<file path="config.mk">
export PLATFORM = sky130hd
export DESIGN_NAME = bsg_link_credit_serializer
export DESIGN_NICKNAME = d
export VERILOG_FILES = /design/src/rtl/bsg_link_pkg.sv /design/src/rtl/bsg_link_credit_counter.sv /design/src/rtl/bsg_link_credit_serializer.sv
export SDC_FILE = /design/constraint.sdc
export NUM_CORES = 1
export LEC_CHECK = 0
export BUFFER_PORTS_ARGS = -buffer_cell sky130_fd_sc_hd__buf_2
export CELL_PAD_IN_SITES_DETAIL_PLACEMENT = 1
export CELL_PAD_IN_SITES_GLOBAL_PLACEMENT = 1
export CORE_MARGIN = 2
export CORE_UTILIZATION = 38
export DETAILED_ROUTE_END_ITERATION = 16
export GPL_TIMING_DRIVEN = 0
export PLACE_DENSITY = 0.86
export SLEW_MARGIN = 40
export SYNTH_ARGS = -nofsm -noshare
export SYNTH_HDL_FRONTEND = slang
export SYNTH_HIERARCHICAL = 1
export SYNTH_SLANG_ARGS = --single-unit
export TNS_END_PERCENT = 5
</file>
<file path="constraint.sdc">
create_clock -name clk_i -period 2.1 [get_ports clk_i]
set_input_delay 0.315 -clock clk_i [delete_from_list [all_inputs] [get_ports clk_i]]
set_output_delay 0.315 -clock clk_i [all_outputs]
set_load 0.005 [all_outputs]
</file>
<file path="src/rtl/bsg_link_pkg.sv">
// Shared types and helpers for the credit-based link serializer.
package bsg_link_pkg;

  typedef enum logic [0:0] {
    StIdle = 1'b0,
    StSend = 1'b1
  } link_state_e;

  function automatic int unsigned ceil_div(input int unsigned num, input int unsigned den);
    return (num + den - 1) / den;
  endfunction

endpackage

</file>
<file path="src/rtl/bsg_link_credit_counter.sv">
// Saturating credit up/down counter with a sticky overflow flag.
module bsg_link_credit_counter #(
  parameter int unsigned lg_max_p = 3
) (
  input  logic              clk_i,
  input  logic              reset_i,
  input  logic [lg_max_p:0] inc_i,
  input  logic              dec_i,
  output logic [lg_max_p:0] count_o,
  output logic              overflow_o
);

  localparam int unsigned CountW = lg_max_p + 1;
  // One extra bit so count + inc (each at most 2^lg_max_p) cannot wrap.
  localparam int unsigned SumW = lg_max_p + 2;
  localparam logic [SumW-1:0] MaxCount = SumW'(1) << lg_max_p;

  logic [CountW-1:0] count_q, count_d;
  logic              overflow_q, overflow_d;
  logic [SumW-1:0]   sum;
  logic              over;

  always_comb begin
    sum        = {1'b0, count_q} + {1'b0, inc_i} - SumW'(dec_i);
    over       = sum > MaxCount;
    count_d    = over ? MaxCount[CountW-1:0] : sum[CountW-1:0];
    overflow_d = overflow_q | over;
  end

  always_ff @(posedge clk_i or posedge reset_i) begin
    if (reset_i) begin
      count_q    <= MaxCount[CountW-1:0];
      overflow_q <= 1'b0;
    end else begin
      count_q    <= count_d;
      overflow_q <= overflow_d;
    end
  end

  assign count_o    = count_q;
  assign overflow_o = overflow_q;

endmodule

</file>
<file path="src/rtl/bsg_link_credit_serializer.sv">
// Splits core words into link-width pieces, sent LSB first, gated by receiver credits.
module bsg_link_credit_serializer
  import bsg_link_pkg::*;
#(
  parameter int unsigned width_p               = 64,
  parameter int unsigned channel_width_p       = 16,
  parameter int unsigned num_channels_p        = 2,
  parameter int unsigned lg_credits_p          = 3,
  parameter int unsigned lg_token_decimation_p = 1
) (
  input  logic                                      clk_i,
  input  logic                                      reset_i,
  input  logic [width_p-1:0]                        data_i,
  input  logic                                      v_i,
  output logic                                      ready_o,
  output logic [channel_width_p*num_channels_p-1:0] link_data_o,
  output logic                                      link_v_o,
  input  logic                                      token_i,
  output logic [lg_credits_p:0]                     credits_o,
  output logic                                      overflow_o
);

  localparam int unsigned LinkW     = channel_width_p * num_channels_p;
  localparam int unsigned NumPieces = ceil_div(width_p, LinkW);
  localparam int unsigned IdxW      = (NumPieces > 1) ? $clog2(NumPieces) : 1;
  localparam int unsigned HoldW     = NumPieces * LinkW;
  localparam int unsigned CreditW   = lg_credits_p + 1;
  localparam logic [IdxW-1:0]    LastIdx  = IdxW'(NumPieces - 1);
  localparam logic [CreditW-1:0] TokenInc = CreditW'(1) << lg_token_decimation_p;

  link_state_e state_q, state_d;
  logic [IdxW-1:0]  idx_q, idx_d;
  logic [HoldW-1:0] hold_q, hold_d;

  logic [NumPieces-1:0][LinkW-1:0] pieces;
  logic credit_avail, sending, last_piece, accept;

  assign credit_avail = |credits_o;
  assign sending      = state_q == StSend;
  assign last_piece   = idx_q == LastIdx;

  // Ready is also offered on the last piece so consecutive words leave no bubble.
  assign ready_o  = ~reset_i & (~sending | (last_piece & credit_avail));
  assign link_v_o = sending & credit_avail;
  assign accept   = v_i & ready_o;

  // Zero-extended hold register makes the top bits of a short last piece zero.
  assign pieces      = hold_q;
  assign link_data_o = pieces[idx_q];

  always_comb begin
    state_d = state_q;
    idx_d   = idx_q;
    hold_d  = hold_q;
    if (accept) begin
      hold_d = HoldW'(data_i);
    end
    if (link_v_o) begin
      idx_d = last_piece ? '0 : idx_q + IdxW'(1);
    end
    unique case (state_q)
      StIdle: if (accept) state_d = StSend;
      StSend: if (link_v_o && last_piece && !accept) state_d = StIdle;
      default: state_d = StIdle;
    endcase
  end

  always_ff @(posedge clk_i or posedge reset_i) begin
    if (reset_i) begin
      state_q <= StIdle;
      idx_q   <= '0;
      hold_q  <= '0;
    end else begin
      state_q <= state_d;
      idx_q   <= idx_d;
      hold_q  <= hold_d;
    end
  end

  bsg_link_credit_counter #(
    .lg_max_p (lg_credits_p)
  ) u_credit_counter (
    .clk_i      (clk_i),
    .reset_i    (reset_i),
    .inc_i      (token_i ? TokenInc : '0),
    .dec_i      (link_v_o),
    .count_o    (credits_o),
    .overflow_o (overflow_o)
  );

endmodule

</file>
==> impl_metrics.json <==
{
  "status": "finished, violations left",
  "clk_pin_slew_ns": 0.09,
  "drt_iter0_markers": 41,
  "crit-reg2reg-capture": "u_credit_counter/overflow_o$_DFF_PP0_",
  "drc": 0,
  "cts-buffers-inserted": 9,
  "hold_class": "input pin to flop",
  "drive_gt1_share_pct": 68.0,
  "fin_ws_ns": -0.142,
  "cts_tree": "yes",
  "crit_buf_inv": 0,
  "grt_max_degree": 40,
  "dpl.cell_count": 447,
  "cp.required_ns": 2.31,
  "crit_path_end_kind": "flop",
  "grt_pass1_wl_mm": 13.2,
  "reg2reg_setup_slack_ns": -0.14,
  "fin_crit_ns": 2.24,
  "post-place-ws_ns": -0.216,
  "critPathLaunchType": "flop",
  "final_area_sq_um": 4590,
  "cap_viol_max_count": 0,
  "netlist_instances": 227,
  "power.leakage_nw": 2.26,
  "cts_buffer_depth": 2,
  "gp_congestion": 0.692,
  "cp_cell_sequence": "o41a_1 > ha_2 > fa_2 > nand2b_4 > a21oi_4 > xor2_2 > a211o_1",
  "vias": 2234,
  "first_pass_iters": 4,
  "startpoint": "u_credit_counter/count_o[2]$_DFF_PP0_",
  "path_delay_family": "compound AO/OA/AOI/OAI gates",
  "wl_mm": 8.08,
  "hpwl_mm": 6.00,
  "dieArea_sq_um": 10100,
  "worstReg2RegStart": "u_credit_counter/count_o[2]$_DFF_PP0_",
  "holdPathStages": 2,
  "cp_max_fo": 5,
  "clk_latency_ns": 0.34,
  "final_antenna_net_count": 0,
  "slowest_delay_ns": 0.47,
  "coreArea_sq_um": 9150,
  "track_usage_pct": 17.1,
  "post-route-period-util_pct": 107,
  "portBuffers": 106,
  "rsz0062_at_grt": "yes",
  "final_net_count": 428,
  "area_growth_pct": 29.6,
  "hold_violations": 0,
  "placed_cell_area_sq_um": 4270,
  "antennaDiodeCount": 0,
  "whs_endpoint": "hold_q[53]$_DFFE_PP0P_",
  "grt.overflow.total": 0,
  "avgSynthCellArea_sq_um": 15.6,
  "skew_ns": 0.0148,
  "antenna_found_initial": 0,
  "io_pins": 107,
  "ys_ff_latch": 71,
  "p_per_area_nw_per_um2": 1570,
  "crit_arrival_ns": 2.46,
  "grt_pass1_vias": 2659,
  "start_util_pct": 38.7,
  "yosysUniqueCellTypes": 27,
  "fmax_ghz": 0.446,
  "synth.yosys.seq_area_share_pct": 50.2,
  "final_cells": 467,
  "drv_slew": 0,
  "reg2reg_depth": 7,
  "fp-row-count": 35,
  "cts_sinks": 71,
  "root_buffer": "clkbuf_8",
  "slowest_stage": "o41a_1",
  "synth_area_sq_um": 3540,
  "final-setup-viol-count": 5,
  "hp-start": "data_i[53]",
  "path_class": "flop to flop",
  "peakVddDrop_uv": 576,
  "ys_warn_count": 6,
  "violations": "negative setup slack",
  "die_x_um": 101,
  "viasPerCell": 4.78,
  "wl_per_cell_um": 17.3,
  "h-tree-depth": 3,
  "die_h_um": 101
}
## report_power, final
part           leakage [nW]  internal [mW]  switching [mW]  total, mW
sequential            0.835           2.05           0.400       2.45
clock                 0.134          0.945           0.530       1.47
combinational          1.30           2.05            1.24       3.29
## per-stage QoR
| step | util, % | hold WS, ns | setup TNS [ns] | total power [mW] |
|---|---|---|---|---|
| 5_1_grt | 50.1 | 0.182 | -1.08 | 7.73 |
| 4_1_cts | 49.8 | 0.184 | -0.856 | 7.28 |
| 3_3_place_gp | 46.4 | 0.239 | -51.41 | 5.56 |
| 6_report | 50.1 | 0.199 | -0.601 | 7.22 |
| 2_1_floorplan | - | 0.0928 | -0.236 | 4.68 |
| 3_5_place_dp | 46.7 | 0.267 | -0.939 | 5.76 |
## state kept, by name, summed over array words and instances (netlist names)
register                     count
hold_q                          64
idx_q                            1
sending                          1
u_credit_counter/count_o         4
u_credit_counter/overflow_o      1
## how the worst max path moves through the flow
stage	to	slack [ns]	cells after the start
2_1_floorplan	u_credit_counter/overflow_o$_DFF_PP0_	-0.08	7
3_3_place_gp	hold_q[7]$_DFFE_PP0P_	-0.77	2
3_5_place_dp	u_credit_counter/overflow_o$_DFF_PP0_	-0.22	7
4_1_cts	u_credit_counter/overflow_o$_DFF_PP0_	-0.20	7
5_1_grt	u_credit_counter/count_o[2]$_DFF_PP0_	-0.23	7
6_report	u_credit_counter/overflow_o$_DFF_PP0_	-0.14	7
## layer usage
metal | vias to the layer above | wire length (um) | part of all wire [%] | GRT usage, %
li1 | 1028 | - | - | -
met1 | 1136 | 3420 | 42 | 20.6
met2 | 62 | 4200 | 52 | 30.3
met3 | 8 | 376 | 4.7 | 4.23
met4 | 0 | 95 | 1.2 | 4.85
met5 | - | 0 | 0 | 0
## cells in the final DEF, fill, tap and decap left out, types with 2 or more instances in the layout
master,instances
buf_2,107
dfrtp_1,69
mux2_4,60
mux2_2,36
inv_1,16
clkbuf_8,10
ha_1,7
buf_6,6
bufinv_16,4
clkbuf_4,3
buf_4,3
conb_1,3
a21oi_4,2
nand2_1,2
xor2_1,2
nor2_1,2
nor3_1,2
## kinds of logic after synthesis
logic type,synth area share [%]
multiplexers,36.9
flip-flops,50.2
XOR/XNOR,0.990
adder cells (fa/ha/maj),3.39
AND/OR/NAND/NOR,1.66
other,0.106
AO/OA/AOI/OAI,2.55
buffers and inverters,4.17
## final cells by class
class                           instances  area, sq um
Tap cell                              111          139
Sequential cell                        71         1780
Clock buffer                           11          141
Multi-Input combinational cell        131         1650
Fill cell                             940         4570
Inverter                               17         66.3
Clock inverter                          5          129
Timing Repair Buffer                  111          583
Buffer                                 10         95.1
## synth_stat cells
cell type  instances  share of area, %
o41ai_4            1              0.78
dfrtp_1           70                49
nor3_1             2              0.28
nand3b_1           1              0.21
a211o_1            1              0.25
or2_1              1              0.18
fa_1               1              0.57
mux2_2            36                11
mux2_4            60                25
inv_1             17               1.8
buf_1              3              0.32
buf_2              1              0.14
dfstp_2            1              0.74
a21o_1             1              0.21
nand2_1            2              0.21
o41a_1             1              0.32
xor2_1             3              0.74
conb_1             1              0.11
nor3b_1            1              0.21
xnor2_1            1              0.25
nand2b_1           2              0.35
a21oi_1            2              0.28
a21oi_2            1              0.25
ha_1               8               2.8
buf_6              6               1.9
a21oi_4            1              0.46
nor2_1             2              0.21
## what timing repair did
action | CTS | global route
hold endpoints to repair | 17 | 0
hold buffers | 1 | 0
resized for setup | 3 | 4
buffers inserted | 0 | 3
cloned | 0 | 0
pin swaps | 2 | 2
endpoints found under the setup margin | 34 | 32
Power figures use the tool's default switching activity.
